**src/rtl/shift_sequencer.sv**
```systemverilog
`timescale 1ns/1ps
// shift_sequencer: controller for an external N-bit universal shift register.
// Runs TX (serialise MSB first), RX (deserialise), ROT (rotate left) and
// ASR (arithmetic shift right) operations by sequencing the register's mode
// select and parallel load data. Register clear is never driven from here.
//
// Ports:
//   Clock    rising-edge clock
//   Clear    synchronous active-high reset
//   Start    operation request, sampled only in IDLE
//   Op       0 TX, 1 RX, 2 ROT, 3 ASR
//   Count    shift count for ROT/ASR (clamped to N)
//   DataIn   parallel operand, captured with Start
//   SerIn    serial receive bit (RX)
//   Q        current register contents
//   S        register mode: 0 hold, 1 load, 3 shl, 5 rol, 6 asr
//   D        register parallel load data (latched operand)
//   MSBIn    register MSB serial input (tied low)
//   LSBIn    register LSB serial input (SerIn during RX shifting)
//   SerOut   serial transmit bit, idle high
//   Busy     operation in progress
//   Done     one-cycle completion pulse
//   DataOut  result, held until the next completion
module shift_sequencer #(
  parameter int unsigned N = 8
) (
  input  logic                 Clock,
  input  logic                 Clear,
  input  logic                 Start,
  input  logic [1:0]           Op,
  input  logic [$clog2(N):0]   Count,
  input  logic [N-1:0]         DataIn,
  input  logic                 SerIn,
  input  logic [N-1:0]         Q,
  output logic [$clog2(N)-1:0] S,
  output logic [N-1:0]         D,
  output logic                 MSBIn,
  output logic                 LSBIn,
  output logic                 SerOut,
  output logic                 Busy,
  output logic                 Done,
  output logic [N-1:0]         DataOut
);

  localparam int unsigned CW = $clog2(N) + 1;
  localparam int unsigned SW = $clog2(N);

  localparam logic [1:0] OP_TX  = 2'd0;
  localparam logic [1:0] OP_RX  = 2'd1;
  localparam logic [1:0] OP_ROT = 2'd2;
  localparam logic [1:0] OP_ASR = 2'd3;

  localparam logic [SW-1:0] S_HOLD = SW'(0);
  localparam logic [SW-1:0] S_LOAD = SW'(1);
  localparam logic [SW-1:0] S_SHL  = SW'(3);
  localparam logic [SW-1:0] S_ROL  = SW'(5);
  localparam logic [SW-1:0] S_ASR  = SW'(6);

  typedef enum logic [1:0] {
    IDLE  = 2'd0,
    LOAD  = 2'd1,
    SHIFT = 2'd2,
    DONE  = 2'd3
  } state_t;

  state_t        state;
  logic [1:0]    op_q;
  logic [N-1:0]  data_q;
  logic [CW-1:0] cnt_q;
  logic [CW-1:0] k_c;

  // Shift count for the requested operation; serial ops always move N bits.
  always_comb begin
    k_c = Count;
    if (Op == OP_TX || Op == OP_RX) begin
      k_c = CW'(N);
    end else if (Count > CW'(N)) begin
      k_c = CW'(N);
    end
  end

  // Sequencer state, operand latch, down-counter and registered results.
  // The counter is loaded with K at acceptance and counts down through SHIFT.
  always_ff @(posedge Clock) begin
    if (Clear) begin
      state   <= IDLE;
      op_q    <= OP_TX;
      data_q  <= '0;
      cnt_q   <= '0;
      Done    <= 1'b0;
      DataOut <= '0;
    end else begin
      Done <= 1'b0;
      case (state)
        IDLE: begin
          if (Start) begin
            op_q   <= Op;
            data_q <= (Op == OP_RX) ? '0 : DataIn;
            cnt_q  <= k_c;
            state  <= LOAD;
          end
        end
        LOAD: begin
          state <= (cnt_q != '0) ? SHIFT : DONE;
        end
        SHIFT: begin
          cnt_q <= cnt_q - CW'(1);
          if (cnt_q == CW'(1)) begin
            state <= DONE;
          end
        end
        DONE: begin
          DataOut <= Q;
          Done    <= 1'b1;
          state   <= IDLE;
        end
        default: state <= IDLE;
      endcase
    end
  end

  // Register control decode from the current state and latched operation.
  always_comb begin
    S      = S_HOLD;
    SerOut = 1'b1;
    LSBIn  = 1'b0;
    case (state)
      LOAD: S = S_LOAD;
      SHIFT: begin
        case (op_q)
          OP_TX: begin
            S      = S_SHL;
            SerOut = Q[N-1];
          end
          OP_RX: begin
            S     = S_SHL;
            LSBIn = SerIn;
          end
          OP_ROT:  S = S_ROL;
          default: S = S_ASR;
        endcase
      end
      default: S = S_HOLD;
    endcase
  end

  assign D     = data_q;
  assign MSBIn = 1'b0;
  assign Busy  = (state != IDLE);

endmodule

```
**config.mk**
```make
export PLATFORM = sky130hd
export DESIGN_NAME = shift_sequencer
export DESIGN_NICKNAME = d
export VERILOG_FILES = /design/src/rtl/shift_sequencer.sv
export SDC_FILE = /design/constraint.sdc
export NUM_CORES = 1
export LEC_CHECK = 0
export BUFFER_PORTS_ARGS = -buffer_cell sky130_fd_sc_hd__buf_2
export CORE_UTILIZATION = 25
export CTS_BUF_LIST = sky130_fd_sc_hd__clkbuf_2
export CTS_CLUSTER_DIAMETER = 80
export DETAILED_ROUTE_END_ITERATION = 12
export PLACE_DENSITY = 0.55
export SLEW_MARGIN = 20
export SYNTH_ARGS = -nofsm -noshare
export SYNTH_HDL_FRONTEND = slang
export SYNTH_SLANG_ARGS = --single-unit
```
**constraint.sdc**
```tcl
create_clock -name Clock -period 2.75 [get_ports Clock]
set_clock_uncertainty 0.15 [all_clocks]
set_input_delay 0.275 -clock Clock [delete_from_list [all_inputs] [get_ports Clock]]
set_output_delay 0.275 -clock Clock [all_outputs]
set_load 0.1 [all_outputs]
```
======== After elaboration in Yosys (flattened, before gate mapping) ========
Index checks and enable logic that the tools add are counted.
cells by class
  equal/unequal tests ..................... 9
  reduce and logical (&&, ||, !) cells .... 11
  add/subtract/negate cells ............... 1
  order comparisons ....................... 1
  multiplexer cells ....................... 16
operators with widths
  operator               number
  $mux W4                3
  $pmux W3 S2            2
  $mux W8                1
  $pmux W2 S4            1
  $pmux W4 S2            1
  $eq A2 B1 Y1 const B   3
  $eq A2 B2 Y1 const B   3
  $logic_not A2 Y1       3
  $mux W1                6
  $reduce_and A2 Y1      3
  $eq A4 B1 Y1 const B   1
  $gt A4 B4 Y1 const B   1
  $mux W2                2
  $ne A2 B2 Y1 const B   2
  $reduce_bool A2 Y1     2
  $reduce_bool A4 Y1     1
  $sub A4 B1 Y4 const B  1
  $reduce_or A2 Y1       1
  $logic_or A1 B1 Y1     1
word-level totals
  word-level logic and storage cells ...... 44
  input port bits ......................... 26
  output and inout bits ................... 24
  bits in registers ....................... 25

======== Longest topological paths before layout ========
Gate-level depths: netlist of the first run.
  word-level depth ........................ 5
  mapped depth ............................ 7
  gate-level depth less buffers ........... 6

======== Worst setup path before layout of the first run ========
Ideal clock, no wire load.
  path kind ............................... reg-to-output
  start ................................... register state[0]
  end ..................................... output port LSBIn
  required time ........................... 2325 ps
  arrival ................................. 2719 ps
  buffers on the path ..................... 0
  cell stages (with the launch flop) ...... 5
  setup slack ............................. -394 ps
  path through ............................ dfxtp_1 inv_1 ha_1 inv_1 nor3_1
on the way
  word-level cells in the longest chain between the ends .. 2
ends and longest elaborated chain
  item                    RTL line  text
  from (decl)             66        state_t state;
  from (signal assigned)  104       state <= (cnt_q != '0) ? SHIFT : DONE;
  $eq A2 B2 Y1            127       case (state)
  $mux W1                 127
  to (decl)               38        output logic LSBIn,
Every way passes these cells.

======== Worst setup path in the final report of the first run ========
  start ................................... register state[0]
  end ..................................... output port SerOut
on the way
  word-level cells in the longest chain between the ends .. 2
ends and longest elaborated chain
  item          RTL line  text
  $eq A2 B2 Y1  127
  $mux W1       127
  to (decl)     39        output logic SerOut,
Every way passes these cells.

==> results.json, run 1 <==
{
  "tightest_slew_ns": 0.537,
  "postCtsSetupBuffers": 0,
  "dieArea_um2": 4790,
  "cts_root_buf": "clkbuf_2",
  "syn_nets": 157,
  "tritoncts": "yes",
  "antenna_cells": 0,
  "worst-endpoint-required_ns": 2.33,
  "maxSlewHeadroom_pct": 64.2,
  "crit_path_start_kind": "flop",
  "fill_cells": 446,
  "cp_max_fo": 11,
  "maxCapViolCount": 0,
  "clock-sinks": 25,
  "dpl.hpwl_um": 1840,
  "yosysWarnings": 0,
  "drive_gt1_share_pct": 31.0,
  "syn_to_final_growth_pct": 41.1,
  "numCtsBuffers": 3,
  "hold_buffers": 16,
  "htree_num_levels": 1,
  "fin_nets": 220,
  "vias_per_cell": 4.48,
  "ys_types": 31,
  "place_area_um2": 1400,
  "grt_pass1_wl_um": 4370,
  "dp.cells": 218,
  "synth_enable_flop_cells": 0,
  "ant_nets": 0,
  "rsz0062_at_grt": "no",
  "p_per_area_nw_per_um2": 879,
  "firstDrtPassIters": 4,
  "finalCritPeriodShare_pct": 93.4,
  "grtUsageTotal_pct": 11.5,
  "finalHoldViolCount": 0,
  "critical_path_arrival_ns": 2.14,
  "fin_cells": 239,
  "synth.largest_area_cell": "dfxtp_1",
  "vdd_drop_max_v": 0.000287,
  "synth_area_per_cell_um2": 9.03,
  "setup_tns_ns": 0,
  "antenna_found_initial": 0,
  "placement.io_buffers": 48,
  "drt-initial-drc-count": 46,
  "clkLatencyLatePin_ns": 0.33,
  "drc_errors": 0,
  "synthArstFlopShare_pct": 0,
  "die_w_um": 69.2,
  "path_class": "reg -> out",
  "synth_top_area_share_pct": 44.3,
  "outcome": "completed",
  "gp_congestion": 0.816,
  "power_mw": 1.40,
  "synth_area_um2": 1130,
  "synth.most_common_cell": "dfxtp_1",
  "ys_ff_latch": 25,
  "syn_inst": 125,
  "placementRows": 24,
  "pre_cts_slack_ns": 0.591,
  "synth_commonest_cells": "dfxtp_1 (25), nor2_1 (19), inv_1 (9), mux2i_1 (9), a22oi_1 (8)",
  "grt_overflow": 0,
  "synthTopCellsByArea": "dfxtp_1 (44%), mux2i_1 (8.0%), ha_1 (6.7%), nor2_1 (6.3%), a22oi_1 (5.3%)",
  "power.leakage_nw": 0.720,
  "initial_core_util_pct": 25.9,
  "whs_ns": 0.0402,
  "yosysSeqAreaShare_pct": 44.3,
  "grt_max_degree": 26,
  "period_minus_slack_ns": 2.57,
  "ys.flop_type": "dfxtp_1",
  "drt_wl_total_um": 2740,
  "coreArea_um2": 4350,
  "final_cell_area_um2": 1590,
  "clock.fmax_ghz": 0.389,
  "clockBufferDepth": 2,
  "ctsResizeCount": 0,
  "endpoint_kind": "output port",
  "hold_path_class": "in -> reg",
  "io_pins": 50,
  "chipHeight_um": 69.2,
  "cts.reportedPaths.clkPinSlew_ns": 0.23,
  "setup_ws_ns": 0.180,
  "finalSetupViolations": 0,
  "grt_pass1_vias": 991,
  "post-route-util_pct": 36.6,
  "slew_viol_final": 0,
  "wl_per_cell_um": 11.4,
  "vias": 1070
}
-- layout make-up --
type	count	area, um^2	share of cell area, %
Sequential cell	25	500	31.4
Clock buffer	4	20.0	1.26
Timing Repair Buffer	65	410	25.8
Multi-Input combinational cell	83	559	35.1
Inverter	10	37.5	2.36
Tap cell	52	65.1	4.08
-- cell usage in the layout (no fill, tap or decap), types with 2 or more instances in the layout --
master	instances
mux2i_1	9
nor3_1	2
clkbuf_2	4
nand2_1	7
dfxtp_1	25
a22oi_1	8
a21oi_2	2
o21ai_0	3
nor2_1	19
ha_1	6
nor2b_1	2
inv_1	9
a211oi_1	2
buf_2	48
nand3_1	2
a221oi_1	2
dlygate4sd3_1	17
a21oi_1	6
-- report_power, final --
part           internal (mW)  switching [mW]
Sequential             0.430          0.0472
Combinational          0.196           0.581
Clock                 0.0384           0.108
-- layer usage --
| metal | vias up | share of wire (%) | global-route usage [%] | routed length [um] |
|---|---|---|---|---|
| met2 | 31 | 49 | 19.4 | 1330 |
| met4 | 0 | 1.2 | 5.44 | 34 |
| met3 | 2 | 4.3 | 2.62 | 117 |
| met1 | 483 | 46 | 13.8 | 1260 |
| li1 | 554 | - | - | - |
| met5 | - | 0 | 0 | 0 |
-- sequential cells by signal, indices dropped and copies added (netlist names) --
register / count
op_q: 2
cnt_q: 4
DataOut: 8
state: 2
Done: 1
D: 8
-- critical path, stage by stage, from the launching register on --
cell and delay, ns:
dfxtp_1 0.39, inv_1 0.12, ha_1 0.41, inv_1 0.18
or4_1 0.41, buf_2 0.30
-- final timing paths --
kind                 start  endpoint  slack, ns  depth (start not counted)
hold reg to reg    op_q[0]   op_q[0]       0.37                          2
hold / removal       Op[1]   op_q[1]       0.04                          3
setup / recovery  state[0]    SerOut       0.18                          5
setup reg to reg  state[0]  cnt_q[1]       0.70                          6
-- cells by family (layout without fill, tap and decap cells) --
kind of cell | Yosys count | after routing | synth area share [%]
flip-flops | 25 | 25 | 44.3
multiplexers | 9 | 9 | 7.98
other | 1 | 1 | 0.332
adder cells (fa/ha/maj) | 6 | 6 | 6.65
AO/OA/AOI/OAI | 28 | 28 | 17.8
buffers and inverters | 17 | 79 | 6.54
AND/OR/NAND/NOR | 39 | 39 | 16.3
Power figures use the tool's default switching activity.
==> run 2, diff against run 1 <==
- ABC_CLOCK_PERIOD_IN_PS: unset -> 2750
- CORE_UTILIZATION: 25 -> 52
- PLACE_DENSITY: 0.55 -> 0.94
==> results.json, run 2 (same netlist as run 1, synthesis figures left out) <==
{
  "worst-endpoint-required_ns": 2.33,
  "rsz0062_at_grt": "no",
  "vias_per_cell": 5.29,
  "tightest_slew_ns": 0.528,
  "placement.io_buffers": 48,
  "clockBufferDepth": 2,
  "power.leakage_nw": 0.704,
  "hold_path_class": "in -> reg",
  "numCtsBuffers": 3,
  "power_mw": 1.42,
  "dieArea_um2": 2360,
  "maxCapViolCount": 0,
  "wl_per_cell_um": 13.7,
  "dp.cells": 193,
  "final_common_cell": "buf_2",
  "coreArea_um2": 2000,
  "antenna_cells": 0,
  "crit_path_start_kind": "flop",
  "clkLatencyLatePin_ns": 0.37,
  "drc_errors": 0,
  "postCtsSetupBuffers": 0,
  "final_cell_area_um2": 1530,
  "slew_viol_final": 0,
  "grtUsageTotal_pct": 25.9,
  "finalCritPeriodShare_pct": 95.7,
  "place_area_um2": 1370,
  "p_per_area_nw_per_um2": 923,
  "dpl.hpwl_um": 1940,
  "grt_max_degree": 26,
  "clock-sinks": 25,
  "io_pins": 50,
  "fin_nets": 217,
  "path_class": "reg -> out",
  "initial_core_util_pct": 56.4,
  "endpoint_kind": "output port",
  "ant_nets": 0,
  "cp_max_fo": 11,
  "chipHeight_um": 48.6,
  "gp_congestion": 0.815,
  "ctsResizeCount": 0,
  "outcome": "completed",
  "fin_cells": 211,
  "drive_gt1_share_pct": 31.5,
  "drt-initial-drc-count": 23,
  "maxSlewHeadroom_pct": 64.8,
  "setup_tns_ns": 0,
  "finalSetupViolations": 0,
  "drt_wl_total_um": 2890,
  "final_cell_mix": "buf_2 (48), dfxtp_1 (25), nor2_1 (19)",
  "finalHoldViolCount": 0,
  "cts_root_buf": "clkbuf_2",
  "htree_num_levels": 1,
  "tritoncts": "yes",
  "grt_overflow": 0,
  "firstDrtPassIters": 4,
  "die_w_um": 48.6,
  "clock.fmax_ghz": 0.380,
  "vias": 1116,
  "syn_to_final_growth_pct": 35.9,
  "period_minus_slack_ns": 2.63,
  "grt_pass1_vias": 1092,
  "grt_pass1_wl_um": 4650,
  "placementRows": 16,
  "vdd_drop_max_v": 0.000668,
  "antenna_found_initial": 0,
  "cts.reportedPaths.clkPinSlew_ns": 0.25,
  "critical_path_arrival_ns": 2.21
}
-- run 2: cell types whose count changed in the layout (fill, tap and decap cells not counted) --
cell / change
dlygate4sd3_1: -3
clkbuf_2: -1
clkinvlp_4: +1
-- run 2: metal layers --
| metal | GRT usage (%) | wire (um) |
|---|---|---|
| met3 | 6.60 | 152 |
| met5 | 0 | 0 |
| met4 | 9.80 | 48 |
| met1 | 25.9 | 1170 |
| met2 | 50.5 | 1530 |
-- run 2: timing repair --
item	4_1_cts	5_1_grt
hold endpoints to repair	12	2
hold buffers	12	2
endpoints found under the setup margin	0	0
-- run 2: per-stage QoR --
step / setup slack [ns] / utilization (%) / hold slack [ns]
after floorplan: 0.0685 / - / 0.272
after global placement: 0.659 / 68.5 / 0.318
after detailed placement: 0.597 / 68.5 / 0.338
after CTS: 0.154 / 75.6 / 0.00477
after global routing: 0.0188 / 76.6 / 0.00521
final: 0.119 / 76.6 / 0.0123
-- run 2: path summary, 6_finish.rpt --
kind	to	slack, ns	from	cells past startpoint
worst min-delay path	D[5]	0.01	DataIn[5]	3
worst min register to register	DataOut[1]	0.38	DataOut[1]	2
worst max register to register	cnt_q[1]	0.63	state[0]	6
worst max-delay path	SerOut	0.12	state[0]	5
-- run 2: power by group --
part           switching (mW)  internal [mW]
clock network           0.115         0.0338
logic                   0.591          0.194
registers              0.0529          0.430
-- run 2: critical path, cell delays in order, from the launching register on --
cell,delay (ns)
dfxtp_1,0.40
inv_1,0.12
ha_1,0.40
inv_1,0.17
or4_1,0.42
buf_2,0.31
-- run 2: cell type report --
class                           instances  area, um^2
Clock buffer                            3        15.0
Clock inverter                          1        7.51
Fill cell                             141         468
Inverter                               10        37.5
Multi-Input combinational cell         83         559
Sequential cell                        25         500
Tap cell                               27        33.8
Timing Repair Buffer                   62         380
==> run 3, diff against run 2 <==
- ABC_AREA: unset -> 1
- CELL_PAD_IN_SITES_DETAIL_PLACEMENT: unset -> 1
- CELL_PAD_IN_SITES_GLOBAL_PLACEMENT: unset -> 1
- CORE_UTILIZATION: 52 -> 36
==> results.json, run 3 <==
{
  "dieArea_um2": 3420,
  "crit_buf_inv": 4,
  "vias": 1201,
  "wl_per_cell_um": 13.1,
  "worst-endpoint-required_ns": 2.33,
  "endpoint_kind": "output port",
  "firstDrtPassIters": 4,
  "vdd_drop_max_v": 0.000499,
  "p_int_mw": 0.721,
  "switchingPower_mw": 1.09,
  "final_common_cell": "buf_2",
  "cts_root_buf": "clkbuf_2",
  "drc_errors": 0,
  "antenna_found_initial": 0,
  "path_common_cell": "inv_1",
  "finalSetupViolations": 0,
  "die_w_um": 58.5,
  "finalHoldViolCount": 0,
  "numCtsBuffers": 3,
  "synthTopCellsByArea": "dfxtp_1 (44%), nor2_1 (10%), o21ai_0 (9.2%), a21oi_1 (8.3%), ha_1 (6.5%)",
  "postCtsSetupBuffers": 0,
  "outcome": "completed",
  "p_per_area_nw_per_um2": 1160,
  "tightest_slew_ns": 0.507,
  "grt_pass1_vias": 1264,
  "use_met2_pct": 40.4,
  "gp_congestion": 0.815,
  "maxCapViolCount": 0,
  "final_cell_mix": "buf_2 (48), nor2_1 (31), dfxtp_1 (25)",
  "grtUsageTotal_pct": 21.4,
  "p_sw_share_pct": 60.1,
  "finalCritPeriodShare_pct": 90.1,
  "maxSlewHeadroom_pct": 66.2,
  "chipHeight_um": 58.5,
  "synth_top_area_share_pct": 43.6,
  "synth.most_common_cell": "nor2_1",
  "synth.largest_area_cell": "dfxtp_1",
  "setup_ws_ns": 0.271,
  "ys_types": 21,
  "syn_to_final_growth_pct": 35.9,
  "setup_tns_ns": 0,
  "ys_ff_latch": 25,
  "grt_use_met3_pct": 4.40,
  "pwr-share-seq_pct": 28.6,
  "rsz0062_at_grt": "no",
  "slew_viol_final": 0,
  "grt_overflow": 0,
  "placementRows": 20,
  "yosysSeqAreaShare_pct": 43.6,
  "clkPwrFrac_pct": 8.4,
  "cp_max_fo": 7,
  "grtUsageMet1_pct": 24.5,
  "ys.flop_type": "dfxtp_1",
  "synth_commonest_cells": "nor2_1 (31), dfxtp_1 (25), o21ai_0 (21), a21oi_1 (19), nand2_1 (18)",
  "power.leakage_nw": 0.774,
  "cpLargestDelayFamily": "buffers and inverters",
  "drt_wl_total_um": 3400,
  "yosysWarnings": 0,
  "syn_inst": 157,
  "coreArea_um2": 3030,
  "placement.io_buffers": 48,
  "cts.reportedPaths.clkPinSlew_ns": 0.27,
  "tritoncts": "yes",
  "drt-initial-drc-count": 52,
  "synth_area_um2": 1150,
  "grt_max_degree": 21,
  "clock-sinks": 25,
  "ant_nets": 0,
  "hold_path_class": "in -> reg",
  "io_pins": 50,
  "vias_per_cell": 4.64,
  "combinationalPowerShare_pct": 62.9,
  "crit_path_start_kind": "flop",
  "clock.fmax_ghz": 0.403,
  "dpl.hpwl_um": 2400,
  "path_class": "reg -> out",
  "grt_pass1_wl_um": 5540,
  "clockBufferDepth": 2,
  "top_usage_layer": "met2",
  "critical_path_arrival_ns": 2.05,
  "fin_nets": 248,
  "synth_area_per_cell_um2": 7.31,
  "drive_gt1_share_pct": 27.9,
  "period_minus_slack_ns": 2.48,
  "htree_num_levels": 1,
  "pre_cts_slack_ns": 0.697,
  "synth_enable_flop_cells": 0,
  "crit_chain": "inv_1, ha_1, inv_2, nor2_1, inv_1, a21oi_2, buf_2",
  "synthArstFlopShare_pct": 0,
  "hold_buffers": 9,
  "clkLatencyLatePin_ns": 0.35,
  "initial_core_util_pct": 37.9,
  "syn_nets": 189,
  "critPathSlowestCell": "buf_2",
  "ctsResizeCount": 0,
  "antenna_cells": 0,
  "critPathMaxStageDelay_ns": 0.43
}
run 3: cell families (layout without fill, tap and decap cells):
| group | Yosys count | count (layout) | share of synthesized area [%] |
|---|---|---|---|
| xor gates and xnor gates | 1 | 1 | 0.763 |
| other | 1 | 1 | 0.327 |
| DFF | 25 | 25 | 43.6 |
| and+or+nand+nor | 60 | 60 | 21.2 |
| buffers and inverters | 21 | 79 | 7.31 |
| adders and majority gates | 6 | 6 | 6.54 |
| AOI/OAI and AO/OA | 43 | 43 | 20.3 |
run 3: path summary, 6_finish.rpt:
check | startpoint | endpoint | slack [ns] | depth (start not counted)
setup / recovery | state[0] | S[0] | 0.27 | 7
setup reg to reg | state[0] | D[2] | 0.75 | 6
hold / removal | DataIn[6] | D[6] | 0.009 | 3
hold reg to reg | cnt_q[3] | cnt_q[3] | 0.38 | 2
run 3: per-stage QoR:
stage                     area (um^2)  hold WS, ns  cells  util (%)  total power, mW
after detailed placement         1440        0.334    245      47.4             1.65
after floorplan                  1160        0.187    157         -             1.46
after global placement           1440        0.323    245      47.4             1.63
after global routing             1560      0.00555    259      51.5             1.92
final                            1560      0.00904    259      51.5             1.81
after CTS                        1550      0.00141    258      51.2             1.81
run 3: tightest hold or removal path: stages:
cell and delay [ns]:
buf_2 0.07, a21oi_1 0.05, nor2_1 0.09
run 3: routing by layer:
layer	part of all wire, %	wire length, um
met1	43	1480
met2	51	1740
met5	0	0
met3	4.8	162
met4	0.56	19
run 3: power groups by stage:
stage | Combinational (mW) | Clock (mW) | Sequential, mW
2_1_floorplan | 0.567 | 0 | 0.891
3_3_place_gp | 1.11 | 0 | 0.522
3_5_place_dp | 1.13 | 0 | 0.527
4_1_cts | 1.14 | 0.155 | 0.518
5_1_grt | 1.22 | 0.169 | 0.532
6_report | 1.14 | 0.152 | 0.518
run 3: final cells by class:
type / count / area (um^2)
clock buffer: 3 / 15.0
tap: 44 / 55.1
clock inverter: 1 / 7.51
sequential: 25 / 500
timing repair buffer: 58 / 340
inverter: 17 / 63.8
fill: 397 / 1470
multi-input combinational: 111 / 577
